==> src/rtl/alu_issue_ctrl_pkg.sv <==
// alu_issue_ctrl_pkg: ALU op codes, instruction opcodes and FSM state type shared by the issue controller.
package alu_issue_ctrl_pkg;

    localparam logic [3:0] ALU_AND   = 4'b0000;
    localparam logic [3:0] ALU_ORR   = 4'b0001;
    localparam logic [3:0] ALU_ADD   = 4'b0010;
    localparam logic [3:0] ALU_SUB   = 4'b0110;
    localparam logic [3:0] ALU_PASSB = 4'b0111;
    localparam logic [3:0] ALU_NOR   = 4'b1100;

    localparam logic [10:0] OPC_ADD  = 11'b10001011000;
    localparam logic [10:0] OPC_SUB  = 11'b11001011000;
    localparam logic [10:0] OPC_AND  = 11'b10001010000;
    localparam logic [10:0] OPC_ORR  = 11'b10101010000;
    localparam logic [10:0] OPC_LDUR = 11'b11111000010;
    localparam logic [10:0] OPC_STUR = 11'b11111000000;
    // CBZ is identified by its top eight bits only
    localparam logic [7:0]  OPC_CBZ  = 8'b10110100;

    typedef enum logic [1:0] {
        IDLE = 2'd0,
        EXEC = 2'd1,
        RESP = 2'd2
    } state_t;

endpackage

==> src/rtl/alu_issue_ctrl_decode.sv <==
// alu_op_decode: maps instruction bits [31:21] to an ALU op code and flags unsupported opcodes.
module alu_op_decode
    import alu_issue_ctrl_pkg::*;
(
    input  logic [10:0] opcode,
    output logic [3:0]  op,
    output logic        illegal
);

    logic is_addr;

    always_comb begin
        is_addr = opcode == OPC_ADD || opcode == OPC_LDUR || opcode == OPC_STUR;
        op      = is_addr                  ? ALU_ADD   :
                  opcode == OPC_SUB        ? ALU_SUB   :
                  opcode == OPC_ORR        ? ALU_ORR   :
                  opcode[10:3] == OPC_CBZ  ? ALU_PASSB : ALU_AND;
        illegal = !(is_addr || opcode == OPC_SUB || opcode == OPC_AND ||
                    opcode == OPC_ORR || opcode[10:3] == OPC_CBZ);
    end

endmodule

==> src/rtl/alu_issue_ctrl.sv <==
// alu_issue_ctrl: accepts one instruction, drives the external ALU for one cycle and
// holds the captured response until the consumer takes it.
module alu_issue_ctrl
    import alu_issue_ctrl_pkg::*;
#(
    parameter int WIDTH = 64
) (
    input  logic             clk,
    input  logic             rst_n,
    input  logic             in_valid,
    output logic             in_ready,
    input  logic [10:0]      in_opcode,
    input  logic [WIDTH-1:0] in_a,
    input  logic [WIDTH-1:0] in_b,
    output logic [WIDTH-1:0] alu_a,
    output logic [WIDTH-1:0] alu_b,
    output logic [3:0]       alu_op,
    input  logic [WIDTH-1:0] alu_result,
    input  logic             alu_zero,
    output logic             out_valid,
    input  logic             out_ready,
    output logic [WIDTH-1:0] out_result,
    output logic             out_zero,
    output logic             out_illegal,
    output logic [15:0]      op_count
);

    state_t      state, state_nxt;
    logic [3:0]  dec_op;
    logic        dec_illegal;
    logic        accept;
    logic        done;
    logic [15:0] count;

    alu_op_decode u_decode (
        .opcode  (in_opcode),
        .op      (dec_op),
        .illegal (dec_illegal)
    );

    assign accept   = in_valid && in_ready;
    assign done     = out_valid && out_ready;
    assign op_count = count;

    always_ff @(posedge clk or negedge rst_n) begin
        if (!rst_n) begin
            state <= IDLE;
        end else begin
            state <= state_nxt;
        end
    end

    always_comb begin
        state_nxt = state;
        in_ready  = 1'b0;
        out_valid = 1'b0;
        case (state)
            IDLE: begin
                in_ready = 1'b1;
                if (in_valid) state_nxt = dec_illegal ? RESP : EXEC;
            end
            EXEC: state_nxt = RESP;
            RESP: begin
                out_valid = 1'b1;
                if (out_ready) state_nxt = IDLE;
            end
            default: state_nxt = IDLE;
        endcase
    end

    // ALU-facing registers only load on a legal accept, so they stay quiet otherwise
    always_ff @(posedge clk or negedge rst_n) begin
        if (!rst_n) begin
            alu_a       <= '0;
            alu_b       <= '0;
            alu_op      <= ALU_AND;
            out_result  <= '0;
            out_zero    <= 1'b0;
            out_illegal <= 1'b0;
            count       <= '0;
        end else begin
            if (accept && !dec_illegal) begin
                alu_a  <= in_a;
                alu_b  <= in_b;
                alu_op <= dec_op;
            end
            if (accept && dec_illegal) begin
                out_result  <= '0;
                out_zero    <= 1'b0;
                out_illegal <= 1'b1;
            end
            if (state == EXEC) begin
                out_result  <= alu_result;
                out_zero    <= alu_zero;
                out_illegal <= 1'b0;
            end
            if (done) count <= count + 16'd1;
        end
    end

endmodule
==> config.mk <==
export PLATFORM = sky130hd
export DESIGN_NAME = alu_issue_ctrl
export DESIGN_NICKNAME = d
export VERILOG_FILES = /design/src/rtl/alu_issue_ctrl_pkg.sv /design/src/rtl/alu_issue_ctrl_decode.sv /design/src/rtl/alu_issue_ctrl.sv
export SDC_FILE = /design/constraint.sdc
export NUM_CORES = 1
export LEC_CHECK = 0
export CELL_PAD_IN_SITES_DETAIL_PLACEMENT = 0
export CELL_PAD_IN_SITES_GLOBAL_PLACEMENT = 1
export CORE_AREA = 2 2 165 167
export DETAILED_ROUTE_END_ITERATION = 12
export DIE_AREA = 0 0 167 169
export GPL_TIMING_DRIVEN = 0
export PLACE_DENSITY_LB_ADDON = 0.1
export SYNTH_ARGS = -nofsm -noshare
export SYNTH_HDL_FRONTEND = slang
export SYNTH_HIERARCHICAL = 1
export SYNTH_SLANG_ARGS = --single-unit
==> constraint.sdc <==
create_clock -name clk -period 5.4 [get_ports clk]
set_clock_uncertainty 0.1 [all_clocks]
set_input_delay 0.54 -clock clk [delete_from_list [all_inputs] [get_ports clk]]
set_output_delay 0.54 -clock clk [all_outputs]
set_load 0.02 [all_outputs]
==> metrics.md <==
| Metric | Value |
|---|---|
| Final setup fails | 0 |
| R2R cell count | 4 |
| Commonest non-fill, non-tap cell in the layout | clkdlybuf4s50_1 |
| CP max FO | 10 |
| Worst slew pin tran | 0.868 ns |
| Die area | 0.0282 sq mm |
| Final Cycle Share | 54.3% |
| Post-CTS Resized | 0 |
| TritonCTS buffer count | 26 |
| Sink Count | 216 |
| Worst r2r dst | alu_a[36] |
| Fillers | 2353 |
| Worst rel slew slack | 42.1% |
| Synth async-reset ratio | 100% |
| Syn Area/Cell | 15.9 sq um |
| Slew Viols, Final | 0 |
| Status | finished with violations |
| Placed Area | 0.0128 sq mm |
| Cell taking the most area after synthesis | dfrtp_1 |
| Final ANT Viol Nets | 0 |
| Max_cap viols | 0 |
| CTS tree | done |
| Buffers on Ports | 423 |
| Cell chain of the critical path | clkdlybuf4s50_1, nor4b_4, and2_4, a22oi_1, nor4b_4, buf_2, buf_4, mux2_1 |
| Final net count | 1170 |
| Die width | 167 microns |
| F_max | 0.341 GHz |
| Post-synthesis sequential area ratio | 66.6% |
| Area occupied by multi-input gates | 0.00255 sq mm |
| Total number of vias | 6033 |
| Site Rows | 60 |
| DRT Pass-1 Iters | 4 |
| Startpoint Class | input pin |
| Vias in the first global route | 6331 |
| Cell area after synthesis | 0.00811 sq mm |
| Hold/Removal Path Class | input pin to asynchronous set/reset pin |
| Postcts setup bufs | 0 |
| Violated checks | negative hold slack |
| Peak supply drop | 0.000246 V |
| Clock Path Buffers | 3 |
| Leakage power | 6.26 nW |
| Data arrival, critical path | 3.23 ns |
| DP HPWL | 19000 microns |
| Minimum clock period | 2.93 ns |
| Req. time, crit path | 5.70 ns |
| Clock transition at the registers of the reported paths | 0.06 ns |
| GRT Total Usage | 17.5% |
| Kind of critical path | input pin to register |
| DR iter-0 viols | 273 |
| R2R setup slack | 3.22 ns |
| Initial core utilization | 30.6% |
| Post-synth top area share | 66.6% |
| RD Place Congestion | 0.749 |
| Final setup TNS | 0 ns |
| Leading cell types in the layout, fill and taps excluded | clkdlybuf4s50_1, dfrtp_1, mux2_1, a22o_1, mux2_2 |
| Core Region | 0.0265 sq mm |
| PD cells | 303 mW/mm^2 |
| Global route overflow | 0 |
| Yosys warns | 6 |
| Critical Path End Type | register |
| Drt total wl | 25600 microns |
| Diode count | 0 |
| Root buffer cell | clkbuf_16 |
| Hold Slack | -0.0550 ns |
| Yosys reg bits | 216 |
| Post-Synthesis Cells | 509 |
| Routed len/inst | 19.4 microns |
| EDFF count, synth | 0 |
| CP most frequent cell | nor4b_4 |
| Area growth from synthesis to layout | 68.9% |
| I/O Pins | 424 |
| Register area | 0.00541 sq mm |
| Ys flop type | dfrtp_1 |
| Final Hold Fails | 31 |
| RR Startpoint | state[0] |
| Post-DR vias/cell | 4.57 |
| H-tree levels | 1 |
| Max incr delay on CP | 0.57 ns |
| First-pass GRT wire length | 38400 microns |
| Ranking of synthesized cells by area | dfrtp_1, mux2_1, mux2_2, a22o_1, xnor2_1 |
| # DRC | 0 |
| Power Total | 4.15 mW |
| Clk_lat worst skew | 0.52 ns |
| Die Y-Extent | 169 microns |
| Antenna violations before repair | 0 |
| Distinct cells, synth | 35 |
| Cts hold-fix bufs | 0 |
| Critical Path Slowest Stage Cell | nor4b_4 |
| Synthesized Nets | 718 |
| Largest net degree at the start of global routing | 111 |
| RSZ-0062 raised after global routing | no |
| Layout cell share with drive strength beyond 1 | 13.4% |
| Non-Filler Cell Area, Final | 0.0137 sq mm |
==> how the worst max path moves through the flow <==
stage | from | endpoint | slack (ns) | cells after the start
floorplan | in_opcode[5] | alu_a[0] | 2.95 | 7
global placement | rst_n | alu_a[48] | -6.23 | 1
detailed placement | in_opcode[5] | alu_a[32] | 1.80 | 8
CTS | in_opcode[5] | alu_a[36] | 2.34 | 8
global route | in_opcode[5] | alu_a[39] | 2.26 | 8
finish | in_opcode[5] | alu_a[36] | 2.47 | 8
==> metrics by stage <==
step                std cells  setup slack, ns  utilization [%]
floorplan                 509             2.95                -
global placement         1273            -6.23             48.2
detailed placement       1274             1.80             48.3
CTS                      1320             2.34             51.7
global route             1320             2.26             51.7
finish                   1320             2.47             51.7
==> flip-flops by register name, summed over array words and instances (netlist names) <==
signal and flops:
op_count 16, state 2, alu_a 64, out_zero 1
out_illegal 1, alu_b 64, alu_op 4, out_result 64
==> power by group <==
group | switching [mW] | internal [mW] | total, mW
sequential | 0.0596 | 1.70 | 1.76
combinational | 0.258 | 0.329 | 0.588
clock | 0.680 | 1.13 | 1.81
total | 0.997 | 3.16 | 4.15
==> cell usage after synthesis (all sizes together), types with 2 or more instances <==
master and number:
buf 25, and2 3, nand3 8, nor2b 2
clkbuf 5, a21o 2, xnor2 15, nand2 6
mux2 133, nand4 2, and4 3, nor4b 2
nor2 5, a22o 67, dfrtp 216, and3 2
==> layout make-up <==
cell class	count	share of cell area (%)
clock buffers	36	5.62
clock inverters	10	0.913
inverters	1	0.0274
flip-flops and latches	216	39.5
plain buffers	30	1.12
repair buffers	424	31.1
multi-input cells	262	18.6
well taps	341	3.11
==> worst max-delay path: cells and delay by family <==
| family | cells | cell delay [ns] |
|---|---|---|
| buffers and inverters | 3 | 1.09 |
| AOI/OAI and AO/OA | 1 | 0.14 |
| and+or+nand+nor | 3 | 1.11 |
| muxes | 1 | 0.34 |
==> logic make-up (layout without fill, tap and decap cells) <==
group | count (synthesis) | after routing | synth area share (%)
buffers and inverters | 31 | 501 | 1.94
multiplexers | 133 | 133 | 18.5
AND/OR/NAND/NOR | 38 | 38 | 3.24
AO/OA/AOI/OAI | 74 | 74 | 7.91
adder cells (fa/ha/maj) | 1 | 1 | 0.154
other | 1 | 1 | 0.0462
XOR/XNOR | 15 | 15 | 1.62
flip-flops | 216 | 216 | 66.6
==> layer usage <==
metal	vias to the layer above	wire length [microns]	GRT usage, %	part of all wire [%]
met1	2962	9900	20.5	39
met3	36	2680	7.27	10
met4	0	560	4.76	2.2
li1	2757	-	-	-
met5	-	0	0	0
met2	278	12500	29.6	49
No activity file was read; power rests on OpenSTA's default activity.
